### src/rtl/meter_pkg.sv
// -----------------------------------------------------------------------------
// meter_pkg
// Shared definitions for the clock period meter and other slow-signal readers.
//   meter_state_e   : measurement FSM state encoding (IDLE, ARM, MEAS)
//   DEF_CNT_W       : default counter / result width
//   DEF_TIMEOUT_CYC : default cycles without a rising edge before timeout
//   DEF_SYNC_STAGES : default synchronizer depth
// -----------------------------------------------------------------------------
package meter_pkg;

  typedef enum logic [1:0] {
    IDLE = 2'd0,
    ARM  = 2'd1,
    MEAS = 2'd2
  } meter_state_e;

  localparam int unsigned DEF_CNT_W       = 32;
  localparam int unsigned DEF_TIMEOUT_CYC = 1000;
  localparam int unsigned DEF_SYNC_STAGES = 2;

endpackage

### src/rtl/sig_sync_edge.sv
// -----------------------------------------------------------------------------
// sig_sync_edge
// Multi-flop synchronizer for a slow asynchronous input plus a one-cycle
// rising-edge pulse. Reusable by any slow-signal reader.
// Ports:
//   clkin  : clock, all logic on posedge
//   rst_n  : synchronous active-low reset, clears all flops to 0
//   sig_in : asynchronous input
//   s      : synchronized level (SYNC_STAGES flops deep)
//   rise   : s & ~prev, one cycle per synchronized rising edge
// -----------------------------------------------------------------------------
module sig_sync_edge #(
  parameter int unsigned SYNC_STAGES = meter_pkg::DEF_SYNC_STAGES
) (
  input  logic clkin,
  input  logic rst_n,
  input  logic sig_in,
  output logic s,
  output logic rise
);

  logic [SYNC_STAGES-1:0] sync_q;
  logic                   prev_q;

  always_ff @(posedge clkin) begin
    if (!rst_n) begin
      sync_q <= '0;
      prev_q <= 1'b0;
    end else begin
      sync_q <= {sync_q[SYNC_STAGES-2:0], sig_in};
      prev_q <= sync_q[SYNC_STAGES-1];
    end
  end

  assign s    = sync_q[SYNC_STAGES-1];
  // prev resets to 0, so an input already high at reset release yields one
  // rise; the meter treats it as an arming edge only.
  assign rise = s & ~prev_q;

endmodule

### src/rtl/clk_period_meter.sv
// -----------------------------------------------------------------------------
// clk_period_meter
// Measures the period of a slow asynchronous square wave in clkin cycles.
// The first synchronized rising edge arms the meter; every later rising edge
// reports the cycles since the previous one. A sticky timeout flags a missing
// edge for TIMEOUT_CYC cycles and forces a re-arm.
//
// Optional feature (macro CLK_PERIOD_METER_DUTY_MEAS_EN): high_time reports
// the cycles the synchronized input was high within the last period. Without
// the macro high_time is tied to 0.
//
// Ports:
//   clkin      : system clock, posedge
//   rst_n      : synchronous active-low reset
//   enable     : measurement enable; low forces IDLE
//   sig_in     : asynchronous signal under measurement
//   period     : cycles between the last two accepted rising edges
//   high_time  : high cycles within the last period (optional feature)
//   meas_valid : one-cycle pulse when period/high_time update
//   timeout    : sticky no-edge flag
//   dbg_state  : current FSM state
//
// Handshake: meas_valid is a pure strobe with no ready; period and high_time
// are valid in the cycle meas_valid is high and hold until the next strobe.
// -----------------------------------------------------------------------------
module clk_period_meter
  import meter_pkg::*;
#(
  parameter int unsigned CNT_W       = DEF_CNT_W,
  parameter int unsigned TIMEOUT_CYC = DEF_TIMEOUT_CYC,
  parameter int unsigned SYNC_STAGES = DEF_SYNC_STAGES
) (
  input  logic             clkin,
  input  logic             rst_n,
  input  logic             enable,
  input  logic             sig_in,
  output logic [CNT_W-1:0] period,
  output logic [CNT_W-1:0] high_time,
  output logic             meas_valid,
  output logic             timeout,
  output meter_state_e     dbg_state
);

  localparam logic [CNT_W-1:0] TIMEOUT_LAST = CNT_W'(TIMEOUT_CYC - 1);
  localparam logic [CNT_W-1:0] CNT_ONE      = CNT_W'(1);

  logic s_sync;
  logic rise;

  sig_sync_edge #(
    .SYNC_STAGES (SYNC_STAGES)
  ) u_sync (
    .clkin  (clkin),
    .rst_n  (rst_n),
    .sig_in (sig_in),
    .s      (s_sync),
    .rise   (rise)
  );

  meter_state_e     state_q, state_d;
  logic [CNT_W-1:0] cnt_q, cnt_d;
  logic [CNT_W-1:0] period_q, period_d;
  logic             meas_valid_q, meas_valid_d;
  logic             timeout_q, timeout_d;
  logic             tmo_hit;

  always_ff @(posedge clkin) begin
    if (!rst_n) begin
      state_q      <= IDLE;
      cnt_q        <= '0;
      period_q     <= '0;
      meas_valid_q <= 1'b0;
      timeout_q    <= 1'b0;
    end else begin
      state_q      <= state_d;
      cnt_q        <= cnt_d;
      period_q     <= period_d;
      meas_valid_q <= meas_valid_d;
      timeout_q    <= timeout_d;
    end
  end

  assign tmo_hit = (cnt_q == TIMEOUT_LAST);

  // Priority inside ARM/MEAS: enable low, then rise, then timeout. A rise on
  // the threshold cycle therefore still produces a measurement.
  always_comb begin
    state_d      = state_q;
    cnt_d        = cnt_q;
    period_d     = period_q;
    meas_valid_d = 1'b0;
    timeout_d    = timeout_q;
    case (state_q)
      IDLE: begin
        cnt_d     = '0;
        timeout_d = 1'b0;
        if (enable) state_d = ARM;
      end
      ARM, MEAS: begin
        if (!enable) begin
          state_d   = IDLE;
          cnt_d     = '0;
          timeout_d = 1'b0;
        end else if (rise) begin
          cnt_d   = '0;
          state_d = MEAS;
          if (state_q == MEAS) begin
            // cnt_q is one less than the elapsed cycles since the last rise.
            period_d     = cnt_q + CNT_ONE;
            meas_valid_d = 1'b1;
            timeout_d    = 1'b0;
          end
        end else if (tmo_hit) begin
          // The edge history is lost; the next period needs two new rises.
          timeout_d = 1'b1;
          cnt_d     = '0;
          state_d   = ARM;
        end else begin
          cnt_d = cnt_q + CNT_ONE;
        end
      end
      default: begin
        state_d = IDLE;
        cnt_d   = '0;
      end
    endcase
  end

`ifdef CLK_PERIOD_METER_DUTY_MEAS_EN
  logic [CNT_W-1:0] hcnt_q, hcnt_d;
  logic [CNT_W-1:0] high_q, high_d;
  logic             stay_meas;

  // Counting continues only while the FSM remains in MEAS without a
  // measurement; every other path restarts the high counter at 0.
  assign stay_meas = (state_q == MEAS) && (state_d == MEAS) && !meas_valid_d;

  always_comb begin
    hcnt_d = '0;
    high_d = high_q;
    if (meas_valid_d) begin
      // The rise cycle itself has s=1 and belongs to the finished period.
      high_d = hcnt_q + CNT_W'(s_sync);
    end else if (stay_meas) begin
      hcnt_d = hcnt_q + CNT_W'(s_sync);
    end
  end

  always_ff @(posedge clkin) begin
    if (!rst_n) begin
      hcnt_q <= '0;
      high_q <= '0;
    end else begin
      hcnt_q <= hcnt_d;
      high_q <= high_d;
    end
  end

  assign high_time = high_q;
`else
  logic unused_s_sync;
  assign unused_s_sync = s_sync;
  assign high_time     = '0;
`endif

  assign period     = period_q;
  assign meas_valid = meas_valid_q;
  assign timeout    = timeout_q;
  assign dbg_state  = state_q;

endmodule
### config.mk
export PLATFORM = sky130hd
export DESIGN_NAME = clk_period_meter
export DESIGN_NICKNAME = d
export VERILOG_FILES = /design/src/rtl/meter_pkg.sv /design/src/rtl/sig_sync_edge.sv /design/src/rtl/clk_period_meter.sv
export SDC_FILE = /design/constraint.sdc
export NUM_CORES = 1
export LEC_CHECK = 0
export BUFFER_PORTS_ARGS = -buffer_cell sky130_fd_sc_hd__buf_2
export CAP_MARGIN = 20
export CORE_AREA = 2 2 80 82
export DETAILED_ROUTE_END_ITERATION = 8
export DIE_AREA = 0 0 82 84
export GPL_TIMING_DRIVEN = 0
export PLACE_DENSITY = 0.78
export SETUP_SLACK_MARGIN = 0.5
export SLEW_MARGIN = 30
export SYNTH_ARGS = -nofsm -noshare
export SYNTH_HDL_FRONTEND = slang
export SYNTH_SLANG_ARGS = --single-unit
export TNS_END_PERCENT = 1
### constraint.sdc
create_clock -name clkin -period 2.5 [get_ports clkin]
set_input_delay 0.5 -clock clkin [delete_from_list [all_inputs] [get_ports clkin]]
set_output_delay 0.5 -clock clkin [all_outputs]
set_load 0.01 [all_outputs]
==> qor.txt <==
vias per inst = 4.97
most common flop cell mapped by yosys = dfxtp_1
total number of vias = 2588
Post-Syn Area = 3130 um2
crit path capture = period[31]
pwr dens = 542 nW/um2
Antenna Violating Nets Remaining = 0
Die Area = 6890 um2
Post-Syn Area per Cell = 8.83 um2
switching share of power = 22.4%
initial antenna violation count = 0
Leakage Power = 1.53 nW
clock latency on the worst-skew pair = 0.34 ns
global route overflow = 0
port bufs = 39
I/O Pins = 72
Crit path max-delay family = simple AND/OR/NAND/NOR gates
Horiz. Die Dim = 82 um
outcome = finished, final reports clean
CP endpoint kind = flip-flop
vias in the first global route = 2247
CTS buffer count = 9
#FFs+latches synth = 71
largest net degree at the start of global routing = 11
Layout Nets = 449
CTS max path bufs = 2
Max Slew Vio Count = 0
unrepaired setup endpoints after global routing = true
DRC errors left = 0
Synthesis Warnings = 0
commonest non-fill, non-tap cell in the layout = dfxtp_1
crit path DAT = 2.19 ns
first-pass GRT wire length = 10.8 mm
cell depth of the worst setup path = 5
Area growth syn-to-layout = 22.0%
CTS tree = done
Hold WC Path Type = in2reg
r2r endpoint = period[31]
Worst EP required = 2.72 ns
EDFF count, synth = 0
drt pass-1 iters = 4
setup TNS = 0 ns
Crit Path Max Fanout = 4
Worst R2R Setup Slack = 0.53 ns
synth unique cells = 39
n_diodes = 0
Fmax achieved = 508 MHz
gpl congestion = 0.932
root buf cell = clkbuf_8
Chip Height = 84 um
sequential share of power = 55.1%
Initial Util = 51.4%
cell count after synthesis = 355
NetSw = 0.463 mW
CP bufs+invs = 0
Final Hold Fails = 0
CTS sink count = 71
cells along the critical path = nand3_2 -> or4_4 -> or4b_4 -> xor2_4 -> a21oi_2
Final min period = 1.97 ns
GRT Resource Usage Total = 20.4%
max cap viols = 0
core area = 6100 um2
total length of routed wires = 6.74 mm
startpoint types = flip-flop
critical path class = reg2reg
number of setup violations in the final report = 0
r2r startpoint = cnt_q[2]
Clock Power Share = 38.9%
detailed-route wire length per cell = 12.9 um
Worst Setup SP = cnt_q[2]
total power = 2.07 mW
Gate power share = 6.0%
crit-path max cell delay = 0.54 ns
async set-reset flop share out of synthesis = 0%
Worst path slowest cell = or4b_4
pre-CTS setup slack = 0.00441 ns
clk_skew = 0.00619 ns
Internal = 1.61 mW
post-detail-place hpwl = 4.82 mm
H-tree lvl count = 3
cells on worst reg2reg path = 5
share of cells above drive strength 1 = 26.8%
Seq/Total Area, Yosys = 45.3%
DRT iter0 DRCs = 144
CTS clk-pin slew, worst paths = 0.07 ns
final setup margin = 0.530 ns
VDD IR max = 0.330 mV
row cnt = 29
most frequent cells in the layout = dfxtp_1, nor2_1, buf_2
Final Cycle Share = 78.8%
## metrics by stage
step | hold slack, ns | instances | area [um2] | util, %
after floorplan | 0.412 | 386 | 3250 | -
after global placement | 0.419 | 502 | 3540 | 58.1
after detailed placement | 0.426 | 502 | 3550 | 58.2
after CTS | 0.373 | 519 | 3750 | 61.5
after global routing | 0.390 | 521 | 3820 | 62.7
final | 0.387 | 521 | 3820 | 62.7
## flip-flops by register name, indices dropped and copies added, names as in the netlist
name / flops
dbg_state: 2
u_sync.prev_q: 1
timeout: 1
period: 32
meas_valid: 1
u_sync.sync_q: 2
cnt_q: 32
## synth_stat cells (2+ instances only)
library cell  instances  area, um2
mux2i_1               2       20.0
xor2_1                9       78.8
or2_2                 2       12.5
o21ai_0              24        120
nor4_1                5       31.3
ha_1                  6       75.1
o2bb2ai_1             2       17.5
and4_1                3       26.3
nand4_1              12       75.1
and3_1                2       12.5
xnor2_1              21        184
nor4_2                4       50.1
and2_1                4       25.0
a21oi_1              24        120
dfxtp_1              71       1420
nor3_1               11       55.1
buf_4                32        240
nand2_1              11       41.3
buf_1                 3       11.3
inv_1                 9       33.8
clkbuf_1             12       45.0
nand3_1              11       55.1
a211oi_1              8       60.1
nor2_1               52        195
## power by group through the flow
stage               Clock [mW]  Combinational (mW)  Sequential, mW
floorplan                    0              0.0976            1.17
global placement             0               0.116            1.17
detailed placement           0               0.120            1.17
CTS                      0.822               0.122            1.14
global route             0.864               0.138            1.14
finish                   0.805               0.125            1.14
## cell families after synthesis
kind of cell / after synthesis / share of synthesized area [%]
and+or+nand+nor: 124 / 20.8
DFF: 71 / 45.3
AOI/OAI and AO/OA: 62 / 11.2
buffers and inverters: 59 / 11.2
xor gates and xnor gates: 30 / 8.38
adders and majority gates: 6 / 2.40
muxes: 2 / 0.639
other: 1 / 0.120
## layer usage
metal	track usage (%)	wire length, um	part of all wire, %
met5	0	0	0
met4	10.3	135	2.0
met3	4.00	319	4.7
met2	31.0	3130	46
met1	27.2	3160	47
## what timing repair did
action,CTS,global route
hold buffers,0,0
pin swaps,1,2
setup endpoints to repair,51,64
buffers inserted,1,2
resized for setup,6,23
gates cloned,0,0
## worst min-delay path by stage
stage / slack, ns / to / startpoint / depth (start not counted)
floorplan: 0.41 / u_sync.sync_q[1] / u_sync.sync_q[0] / 1
global placement: 0.42 / u_sync.sync_q[1] / u_sync.sync_q[0] / 1
detailed placement: 0.43 / u_sync.sync_q[1] / u_sync.sync_q[0] / 1
CTS: 0.37 / u_sync.sync_q[0] / sig_in / 2
global route: 0.39 / u_sync.sync_q[0] / sig_in / 2
finish: 0.39 / u_sync.sync_q[0] / sig_in / 2
## area by class of cell
cell class | instances | area (um2)
buffer | 49 | 320
clock buffer | 16 | 170
fill | 528 | 2270
inverter | 10 | 37.5
multi-input combinational | 256 | 1550
sequential | 71 | 1440
tap | 77 | 96.3
timing repair buffer | 42 | 218
No activity file was read; power rests on OpenSTA's default activity.
